--- src/rtl/ntt_butterfly_unit_if.sv ---
// Butterfly unit bus: one operand set in, one result pair out.
// The slave side is the butterfly and the master side is its driver.
interface ntt_butterfly_unit_if #(
    parameter int data_width = 12
);
    logic                  i_valid;
    logic                  i_mode;
    logic [data_width-1:0] a_in;
    logic [data_width-1:0] b_in;
    logic [data_width-1:0] w_in;
    logic                  o_valid;
    logic [data_width-1:0] a_out;
    logic [data_width-1:0] b_out;

    modport master (
        output i_valid, i_mode, a_in, b_in, w_in,
        input  o_valid, a_out, b_out
    );

    modport slave (
        input  i_valid, i_mode, a_in, b_in, w_in,
        output o_valid, a_out, b_out
    );
endinterface

--- src/rtl/ntt_butterfly_unit.sv ---
// Kyber radix-2 NTT/INTT butterfly (CT or GS per sample) around a 4-cycle Barrett multiplier, 6-cycle latency.
// Optional macro BFU_INTT_HALF_EN halves both GS results before the output register.
module modular_mul #(
    parameter int                  data_width = 12,
    parameter logic [data_width-1:0] q        = 12'd3329
) (
    input  logic                  clk,
    input  logic [data_width-1:0] A_in,
    input  logic [data_width-1:0] B_in,
    output logic [data_width-1:0] P_out
);
    localparam int K = 2 * data_width;
    // floor(2^K / q); the quotient estimate then undershoots by at most 2
    localparam logic [K:0] BARRETT_M = (K+1)'((64'd1 << K) / 64'(q));
    localparam logic [data_width+1:0] Q_EXT  = {2'b00, q};
    localparam logic [data_width+1:0] Q2_EXT = Q_EXT << 1;

    logic [K-1:0]          prod_p2;
    logic [data_width:0]   qe_p3;
    logic [data_width+1:0] prod_lo_p3;
    logic [data_width+1:0] r_p4;

    // stage 2: full product
    always_ff @(posedge clk) begin
        prod_p2 <= {{data_width{1'b0}}, A_in} * {{data_width{1'b0}}, B_in};
    end

    // stage 3: quotient estimate; only the low bits of the product matter from here on
    always_ff @(posedge clk) begin
        qe_p3      <= (data_width+1)'(({{(K+1){1'b0}}, prod_p2} * {{K{1'b0}}, BARRETT_M}) >> K);
        prod_lo_p3 <= prod_p2[data_width+1:0];
    end

    // stage 4: remainder in [0, 3q), exact modulo 2^(data_width+2)
    always_ff @(posedge clk) begin
        r_p4 <= prod_lo_p3 - ({1'b0, qe_p3} * Q_EXT);
    end

    // stage 5: final correction
    always_ff @(posedge clk) begin
        P_out <= data_width'((r_p4 >= Q2_EXT) ? (r_p4 - Q2_EXT) :
                             (r_p4 >= Q_EXT)  ? (r_p4 - Q_EXT)  : r_p4);
    end
endmodule

module ntt_butterfly_unit #(
    parameter int                  data_width = 12,
    parameter logic [data_width-1:0] q        = 12'd3329
) (
    input  logic                    clk,
    input  logic                    rst,
    ntt_butterfly_unit_if.slave     bfu
);
    function automatic logic [data_width-1:0] mod_add(input logic [data_width-1:0] x,
                                                      input logic [data_width-1:0] y);
        logic [data_width:0] s;
        s = {1'b0, x} + {1'b0, y};
        if (s >= {1'b0, q}) s = s - {1'b0, q};
        return data_width'(s);
    endfunction

    function automatic logic [data_width-1:0] mod_sub(input logic [data_width-1:0] x,
                                                      input logic [data_width-1:0] y);
        logic signed [data_width+1:0] d;
        d = $signed({2'b00, x}) - $signed({2'b00, y});
        if (d < 0) d = d + $signed({2'b00, q});
        return data_width'(d);
    endfunction

`ifdef BFU_INTT_HALF_EN
    // x * 2^-1 mod q: odd values borrow one q so the shift is exact
    function automatic logic [data_width-1:0] mod_half(input logic [data_width-1:0] x);
        logic [data_width:0] t;
        t = x[0] ? ({1'b0, x} + {1'b0, q}) : {1'b0, x};
        return data_width'(t >> 1);
    endfunction
`endif

    logic [data_width-1:0] m_p1, w_p1;
    logic [data_width-1:0] pass_p1, pass_p2, pass_p3, pass_p4, pass_p5;
    logic                  mode_p1, mode_p2, mode_p3, mode_p4, mode_p5;
    logic                  vld_p1, vld_p2, vld_p3, vld_p4, vld_p5;
    logic [data_width-1:0] prod_p5;
    logic [data_width-1:0] a_nxt, b_nxt;

    // S1: CT feeds b to the multiplier and passes a; GS feeds a-b and passes a+b
    always_ff @(posedge clk) begin
        m_p1    <= bfu.i_mode ? mod_sub(bfu.a_in, bfu.b_in) : bfu.b_in;
        pass_p1 <= bfu.i_mode ? mod_add(bfu.a_in, bfu.b_in) : bfu.a_in;
        w_p1    <= bfu.w_in;
        mode_p1 <= bfu.i_mode;
    end

    // S2..S5: side data rides alongside the multiplier pipeline
    always_ff @(posedge clk) begin
        pass_p2 <= pass_p1;
        pass_p3 <= pass_p2;
        pass_p4 <= pass_p3;
        pass_p5 <= pass_p4;
        mode_p2 <= mode_p1;
        mode_p3 <= mode_p2;
        mode_p4 <= mode_p3;
        mode_p5 <= mode_p4;
    end

    always_ff @(posedge clk or posedge rst) begin
        if (rst) begin
            vld_p1 <= 1'b0;
            vld_p2 <= 1'b0;
            vld_p3 <= 1'b0;
            vld_p4 <= 1'b0;
            vld_p5 <= 1'b0;
        end else begin
            vld_p1 <= bfu.i_valid;
            vld_p2 <= vld_p1;
            vld_p3 <= vld_p2;
            vld_p4 <= vld_p3;
            vld_p5 <= vld_p4;
        end
    end

    modular_mul #(
        .data_width (data_width),
        .q          (q)
    ) u_mul (
        .clk   (clk),
        .A_in  (m_p1),
        .B_in  (w_p1),
        .P_out (prod_p5)
    );

    // S6: combine the aligned pass-through value with the product
    always_comb begin
        a_nxt = mod_add(pass_p5, prod_p5);
        b_nxt = mod_sub(pass_p5, prod_p5);
        if (mode_p5) begin
`ifdef BFU_INTT_HALF_EN
            a_nxt = mod_half(pass_p5);
            b_nxt = mod_half(prod_p5);
`else
            a_nxt = pass_p5;
            b_nxt = prod_p5;
`endif
        end
    end

    always_ff @(posedge clk or posedge rst) begin
        if (rst) begin
            bfu.o_valid <= 1'b0;
            bfu.a_out   <= '0;
            bfu.b_out   <= '0;
        end else begin
            bfu.o_valid <= vld_p5;
            if (vld_p5) begin
                bfu.a_out <= a_nxt;
                bfu.b_out <= b_nxt;
            end
        end
    end
endmodule

--- src/flat_wrapper.sv ---
// flat-port wrapper written by rule: the top's interface ports become plain ports
module ntt_butterfly_unit_flat 
#(
    parameter int                  data_width = 12,
    parameter logic [data_width-1:0] q        = 12'd3329
)
  (clk, rst, bfu_i_valid, bfu_i_mode, bfu_a_in, bfu_b_in, bfu_w_in, bfu_o_valid, bfu_a_out, bfu_b_out);
  ntt_butterfly_unit_if #(.data_width(data_width)) bfu_i ();
  input  logic clk;
  input  logic rst;
  input wire logic [$bits(bfu_i.i_valid)-1:0] bfu_i_valid;
  input wire logic [$bits(bfu_i.i_mode)-1:0] bfu_i_mode;
  input wire logic [$bits(bfu_i.a_in)-1:0] bfu_a_in;
  input wire logic [$bits(bfu_i.b_in)-1:0] bfu_b_in;
  input wire logic [$bits(bfu_i.w_in)-1:0] bfu_w_in;
  output wire logic [$bits(bfu_i.o_valid)-1:0] bfu_o_valid;
  output wire logic [$bits(bfu_i.a_out)-1:0] bfu_a_out;
  output wire logic [$bits(bfu_i.b_out)-1:0] bfu_b_out;
  assign bfu_i.i_valid = bfu_i_valid;
  assign bfu_i.i_mode = bfu_i_mode;
  assign bfu_i.a_in = bfu_a_in;
  assign bfu_i.b_in = bfu_b_in;
  assign bfu_i.w_in = bfu_w_in;
  assign bfu_o_valid = bfu_i.o_valid;
  assign bfu_a_out = bfu_i.a_out;
  assign bfu_b_out = bfu_i.b_out;
  ntt_butterfly_unit #(.data_width(data_width), .q(q)) u_core (.clk(clk), .rst(rst), .bfu(bfu_i));
endmodule
--- config.mk ---
export PLATFORM = sky130hd
export DESIGN_NAME = ntt_butterfly_unit_flat
export DESIGN_NICKNAME = d
export VERILOG_FILES = /design/src/rtl/ntt_butterfly_unit_if.sv /design/src/rtl/ntt_butterfly_unit.sv /design/src/flat_wrapper.sv
export SDC_FILE = /design/constraint.sdc
export NUM_CORES = 1
export LEC_CHECK = 0
export ABC_CLOCK_PERIOD_IN_PS = 5600
export BUFFER_PORTS_ARGS = -buffer_cell sky130_fd_sc_hd__buf_2
export CORE_MARGIN = 3
export CORE_UTILIZATION = 55
export CTS_BUF_LIST = sky130_fd_sc_hd__clkbuf_16
export DETAILED_ROUTE_END_ITERATION = 10
export GPL_TIMING_DRIVEN = 0
export PLACE_DENSITY = 0.75
export SLEW_MARGIN = 20
export SYNTH_ARGS = -nofsm -noshare
export SYNTH_HDL_FRONTEND = slang
export SYNTH_SLANG_ARGS = --single-unit
--- constraint.sdc ---
create_clock -name clk -period 5.6 [get_ports clk]
set_clock_uncertainty 0.2 [all_clocks]
set_input_delay 1.12 -clock clk [delete_from_list [all_inputs] [get_ports clk]]
set_output_delay 1.12 -clock clk [all_outputs]
set_load 0.01 [all_outputs]
## Word level (Yosys, flattened, before mapping)

Cells that the tools add are included.

| operators by class | value |
|---|---|
| $add $sub $neg | 11 |
| multipliers | 3 |
| $lt $le $gt $ge | 6 |
| muxes and demuxes | 10 |

Operator list:

| kind | number |
|---|---|
| 2-to-1 mux 12 bit | 10 |
| subtractor 12 bit, second input constant | 4 |
| multiplier 24 x 13 -> 37 bit, second input constant | 1 |
| adder 12 x 12 -> 13 bit | 2 |
| >= comparator 13 x 12 -> 1 bit, second input constant | 2 |
| < comparator 13 x 1 -> 1 bit, second input constant | 2 |
| subtractor 12 x 12 -> 13 bit | 2 |
| adder 12 x 11 -> 12 bit, second input constant | 2 |
| multiplier 12 x 12 -> 24 bit | 1 |
| >= comparator 14 x 12 -> 1 bit, second input constant | 1 |
| >= comparator 14 x 13 -> 1 bit, second input constant | 1 |
| multiplier 13 x 12 -> 14 bit, second input constant | 1 |
| subtractor 14 bit | 1 |

| storage, ports and cells | value |
|---|---|
| bits in registers | 196 |
| input port bits | 40 |
| output and inout bits | 25 |
| logic and storage cells | 55 |

## Longest topological paths before layout

| logic depth | value |
|---|---|
| depth in word-level cells | 4 |
| depth in mapped cells | 22 |
| depth with buffers taken out | 21 |

## Cells and area by module

Synthesis repeated with hierarchy kept, for this count alone.

| second synthesis, totals | value |
|---|---|
| cells, all modules | 2156 |
| area, all modules | 20259.4 um2 |

Modules (own cells, without submodules):

| module | times used | cells an instance | area an instance (um2) | seq. area each (um2) |
|---|---|---|---|---|
| modular_mul | 1 | 1399 | 13411.6 | 1541.5 |
| ntt_butterfly_unit | 1 | 757 | 6847.8 | 2532.4 |

## Worst setup path after synthesis

No wires, ideal clock.

| timing | value |
|---|---|
| kind | reg2reg |
| start point | reg u_core.w_p1[5] |
| end point | reg u_core.u_mul.prod_p2[23] |
| library setup time | 0.072 ns |
| data arrival time | 5.461 ns |
| data required time | 5.328 ns |
| setup slack | -0.134 ns |
| stages on the path, launching flop included | 21 |
| buffers on the path | 1 |
| path through | dfxtp_1 -> clkbuf_1 -> nand2_1 -> fa_1 -> fa_1 -> fa_1 -> inv_1 -> fa_1 -> inv_1 -> fa_1 -> inv_1 -> ha_1 -> a21o_1 -> a21oi_1 -> o21bai_1 -> a31o_2 -> o31a_1 -> a211o_1 -> a211o_1 -> a21oi_1 -> xnor2_1 |

| on the way | value |
|---|---|
| word-level cells in the longest chain between the ends | 1 |

RTL lines:

| item | line | source |
|---|---|---|
| from (decl) | ntt_butterfly_unit.sv:79 | `logic [data_width-1:0] m_p1, w_p1;` |
| from (signal assigned) | ntt_butterfly_unit.sv:90 | `w_p1 <= bfu.w_in;` |
| multiplier 12 x 12 -> 24 bit | ntt_butterfly_unit.sv:25 | `prod_p2 <= {{data_width{1'b0}}, A_in} * {{data_width{1'b0}}, B_in};` |
| to (signal assigned) | ntt_butterfly_unit.sv:25 |  |
| to (decl) | ntt_butterfly_unit.sv:18 | `logic [K-1:0] prod_p2;` |

Every way passes these cells.
A chain may end at the register's enable or synchronous reset.

## Worst setup path in the final report

| timing | value |
|---|---|
| start point | reg u_core.m_p1[7] |
| end point | reg u_core.u_mul.prod_p2[23] |

| on the way | value |
|---|---|
| word-level cells in the longest chain between the ends | 1 |

RTL lines:

| item | line | source |
|---|---|---|
| from (decl) | ntt_butterfly_unit.sv:79 |  |
| from (signal assigned) | ntt_butterfly_unit.sv:88 | `m_p1 <= bfu.i_mode ? mod_sub(bfu.a_in, bfu.b_in) : bfu.b_in;` |
| multiplier 12 x 12 -> 24 bit | ntt_butterfly_unit.sv:25 |  |

Every way passes these cells.

==> flow_metrics.env <==
export IMPL_hp_class="reg2reg"
export IMPL_fin_crit_ns=5.56
export IMPL_setup_worst_path_start="u_core.m_p1[7]$_DFF_P_"
export IMPL_insertion_delay_ns=0.45
export IMPL_cts_hold_buf=0
export IMPL_fillers=2847
export IMPL_grt_max_degree=31
export IMPL_place_ws_ns=-0.840
export IMPL_die_w_um=196
export IMPL_drcViolationCount=0
export IMPL_area_delta_synth_final_pct=12.1
export IMPL_final_util_pct=62.7
export IMPL_overflow=0
export IMPL_ff_latch_area_um2=4140
export IMPL_yosys_top_cells_area="fa_1, ha_1, dfxtp_1, inv_1, dfrtp_1"
export IMPL_netlist_area_um2=19900
export IMPL_worstPathRequired_ns=5.76
export IMPL_dr_pass1_iters=5
export IMPL_htree_levels=4
export IMPL_synth_seq_cells=196
export IMPL_crit_path_max_fanout=4
export IMPL_yosys_warnings=0
export IMPL_path_clk_slew_ns=0.08
export IMPL_tns_ns=0
export IMPL_ioPinCount=65
export IMPL_routedWlPerCell_um=17.0
export IMPL_ant_nets=0
export IMPL_setup_viol_count_final=0
export IMPL_synth_largest_area_cell="fa_1"
export IMPL_multi_input_area_um2=14400
export IMPL_crit_type="reg2reg"
export IMPL_crit_top_cell="fa_1"
export IMPL_synth_most_common_cell="inv_1"
export IMPL_synth_cells=2114
export IMPL_core_um2=35600
export IMPL_nets=2806
export IMPL_dr_first_iter_drc_count=765
export IMPL_seq_area_frac_synth_pct=20.5
export IMPL_startpoint_type="register"
export IMPL_antenna_found_initial=2
export IMPL_clockBufferDepth=2
export IMPL_worstPathArrival_ns=5.73
export IMPL_ys_async_sr_fraction_pct=15.3
export IMPL_synthDistinctLibCells=75
export IMPL_via_per_inst=5.43
export IMPL_status="complete, no violations"
export IMPL_start_util_pct=55.9
export IMPL_slew_violations=0
export IMPL_num_vias=14757
export IMPL_hpwl_mm=37.7
export IMPL_worst_pin_slew_ns=0.880
export IMPL_setup_ws_ns=0.0377
export IMPL_diodes=0
export IMPL_synthesis_nets=2676
export IMPL_crit_slowest_cell="fa_1"
export IMPL_cts_tree="done"
export IMPL_portBuffers=64
export IMPL_hold_viol=0
export IMPL_finalCritPeriodShare_pct=99.3
export IMPL_cts_root_buffer="clkbuf_16"
export IMPL_numCtsBuffers=17
export IMPL_r2r_start="u_core.m_p1[7]$_DFF_P_"
export IMPL_slowest_delay_ns=0.58
export IMPL_endpoint_kind="register"
export IMPL_cts_sinks=196
export IMPL_hold_path_startpoint="u_core.pass_p3[11]$_DFF_P_"
export IMPL_track_usage_pct=24.6
export IMPL_fmax_mhz=180
export IMPL_drt_wl_total_mm=46.3
export IMPL_relSlewSlack_pct=40.6
export IMPL_ys_flop_type="dfxtp_1"
export IMPL_cp_cell_sequence="clkbuf_16, nand2_4, fa_1, fa_1, fa_1, inv_2, fa_1, inv_1, fa_1, inv_2, ha_4, a21o_1, a21oi_2, o21bai_1, a31o_2, o31a_1, a211o_1, a211o_1, a21oi_2, xnor2_2"
export IMPL_routabilityCongestion=0.929
export IMPL_rsz0062_at_grt="yes"
export IMPL_fp_dieH_um=196
export IMPL_rows=69
export IMPL_grt_pass1_vias=15471
export IMPL_drive_gt1_share_pct=12.1
export IMPL_die_area_um2=38500
export IMPL_synth_top_cell_area_share_pct=24.2
export IMPL_grt_pass1_wl_mm=75.9
export IMPL_synth_common_cells="inv_1, ha_1, fa_1"
export IMPL_synth_edf_count=0
export IMPL_syn_area_per_cell_um2=9.41
export IMPL_drv_cap=0
worst paths after layout:
path | slack (ns) | cells after the start | to
max in group asynchronous | 4.28 | 2 | u_core.bfu.b_out[11]$_DFFE_PP0P_
max | 0.04 | 20 | u_core.u_mul.prod_p2[23]$_DFF_P_
min in group asynchronous | 0.53 | 2 | u_core.bfu.b_out[4]$_DFFE_PP0P_
min | 0.11 | 0 | u_core.pass_p4[11]$_DFF_P_
min reg2reg | 0.11 | 0 | u_core.pass_p4[11]$_DFF_P_
max reg2reg | 0.04 | 20 | u_core.u_mul.prod_p2[23]$_DFF_P_
cells by family after synthesis:
kind of cell / Yosys count / share of synthesized area [%]
AND/OR/NAND/NOR: 479 / 11.7
adder cells (fa/ha/maj): 522 / 41.9
flip-flops: 196 / 20.5
buffers and inverters: 449 / 8.54
AO/OA/AOI/OAI: 327 / 11.0
multiplexers: 22 / 1.15
XOR/XNOR: 119 / 5.24
flip-flops by register name, indices dropped and copies added (netlist names), 12 cells and up:
signal                   cells
u_core.u_mul.prod_lo_p3     14
u_core.u_mul.r_p4           14
u_core.u_mul.prod_p2        24
u_core.pass_p1              12
u_core.pass_p2              12
u_core.w_p1                 12
u_core.u_mul.P_out          12
u_core.pass_p5              12
u_core.u_mul.qe_p3          13
u_core.m_p1                 12
u_core.pass_p3              12
u_core.pass_p4              12
u_core.bfu.b_out            12
u_core.bfu.a_out            12
layer usage:
metal	routed length [um]	vias to the layer above	part of all wire (%)	global-route usage (%)
li1	-	7121	-	-
met1	19200	7119	41	30.4
met2	22600	413	49	42.3
met3	2620	102	5.7	4.91
met4	1890	2	4.1	9.96
met5	17	-	0.037	0
cell usage in the layout, fill, tap and decap left out, types with 8 or more instances in the layout:
cell type / Yosys / layout
xor2_1: 38 / 36
a211o_1: 8 / 8
dfxtp_1: 166 / 132
and2_1: 52 / 50
o211ai_1: 10 / 10
a21oi_1: 88 / 81
nand2_1: 173 / 171
nand2b_1: 21 / 21
buf_4: 0 / 44
clkbuf_1: 47 / 24
nand3_1: 21 / 21
buf_2: 5 / 71
o31ai_1: 13 / 13
a22oi_1: 9 / 8
fa_1: 240 / 236
o21ai_0: 59 / 55
dfxtp_2: 0 / 23
nor2b_1: 17 / 17
nor3_1: 29 / 27
mux2i_1: 15 / 15
nor2_1: 99 / 99
ha_1: 282 / 273
dfrtp_1: 30 / 30
a211oi_1: 12 / 12
and3_1: 14 / 14
dfxtp_4: 0 / 11
xnor2_1: 81 / 79
a21o_1: 25 / 25
o21a_1: 16 / 15
clkbuf_8: 0 / 13
or3_1: 11 / 11
clkbuf_16: 0 / 20
inv_1: 393 / 387
a21oi_2: 2 / 9
a31oi_1: 11 / 11
worst max-delay path: cells and delay by family, from the launching register on:
kind	cells	cell delay (ns)
AOI/OAI and AO/OA	8	1.68
xor gates and xnor gates	1	0.15
adders and majority gates	6	2.74
buffers and inverters	4	0.30
DFF	1	0.36
and+or+nand+nor	1	0.05
layout make-up:
class | instances | area share [%]
buffer | 55 | 1.96
clock buffer | 17 | 1.91
clock inverter | 15 | 0.639
inverter | 394 | 6.64
multi-input combinational | 1469 | 64.6
sequential | 196 | 18.6
tap | 461 | 2.59
timing repair buffer | 111 | 3.12
through the flow:
stage	cells	hold WS, ns	area, um2
after floorplan	2114	0.110	19900
after global placement	2639	0.110	20800
after detailed placement	2640	0.112	20800
after CTS	2708	0.113	22100
after global routing	2718	0.110	22300
final	2718	0.113	22300
timing repair:
action / 4_1_cts / 5_1_grt
resized for setup: 133 / 33
setup endpoints to repair: 16 / 11
pin swaps: 35 / 29
cloned: 0 / 0
setup buffers: 36 / 10
Power is not shown: default switching activity piles up to over one toggle a cycle in this logic, so the estimate is an artifact.
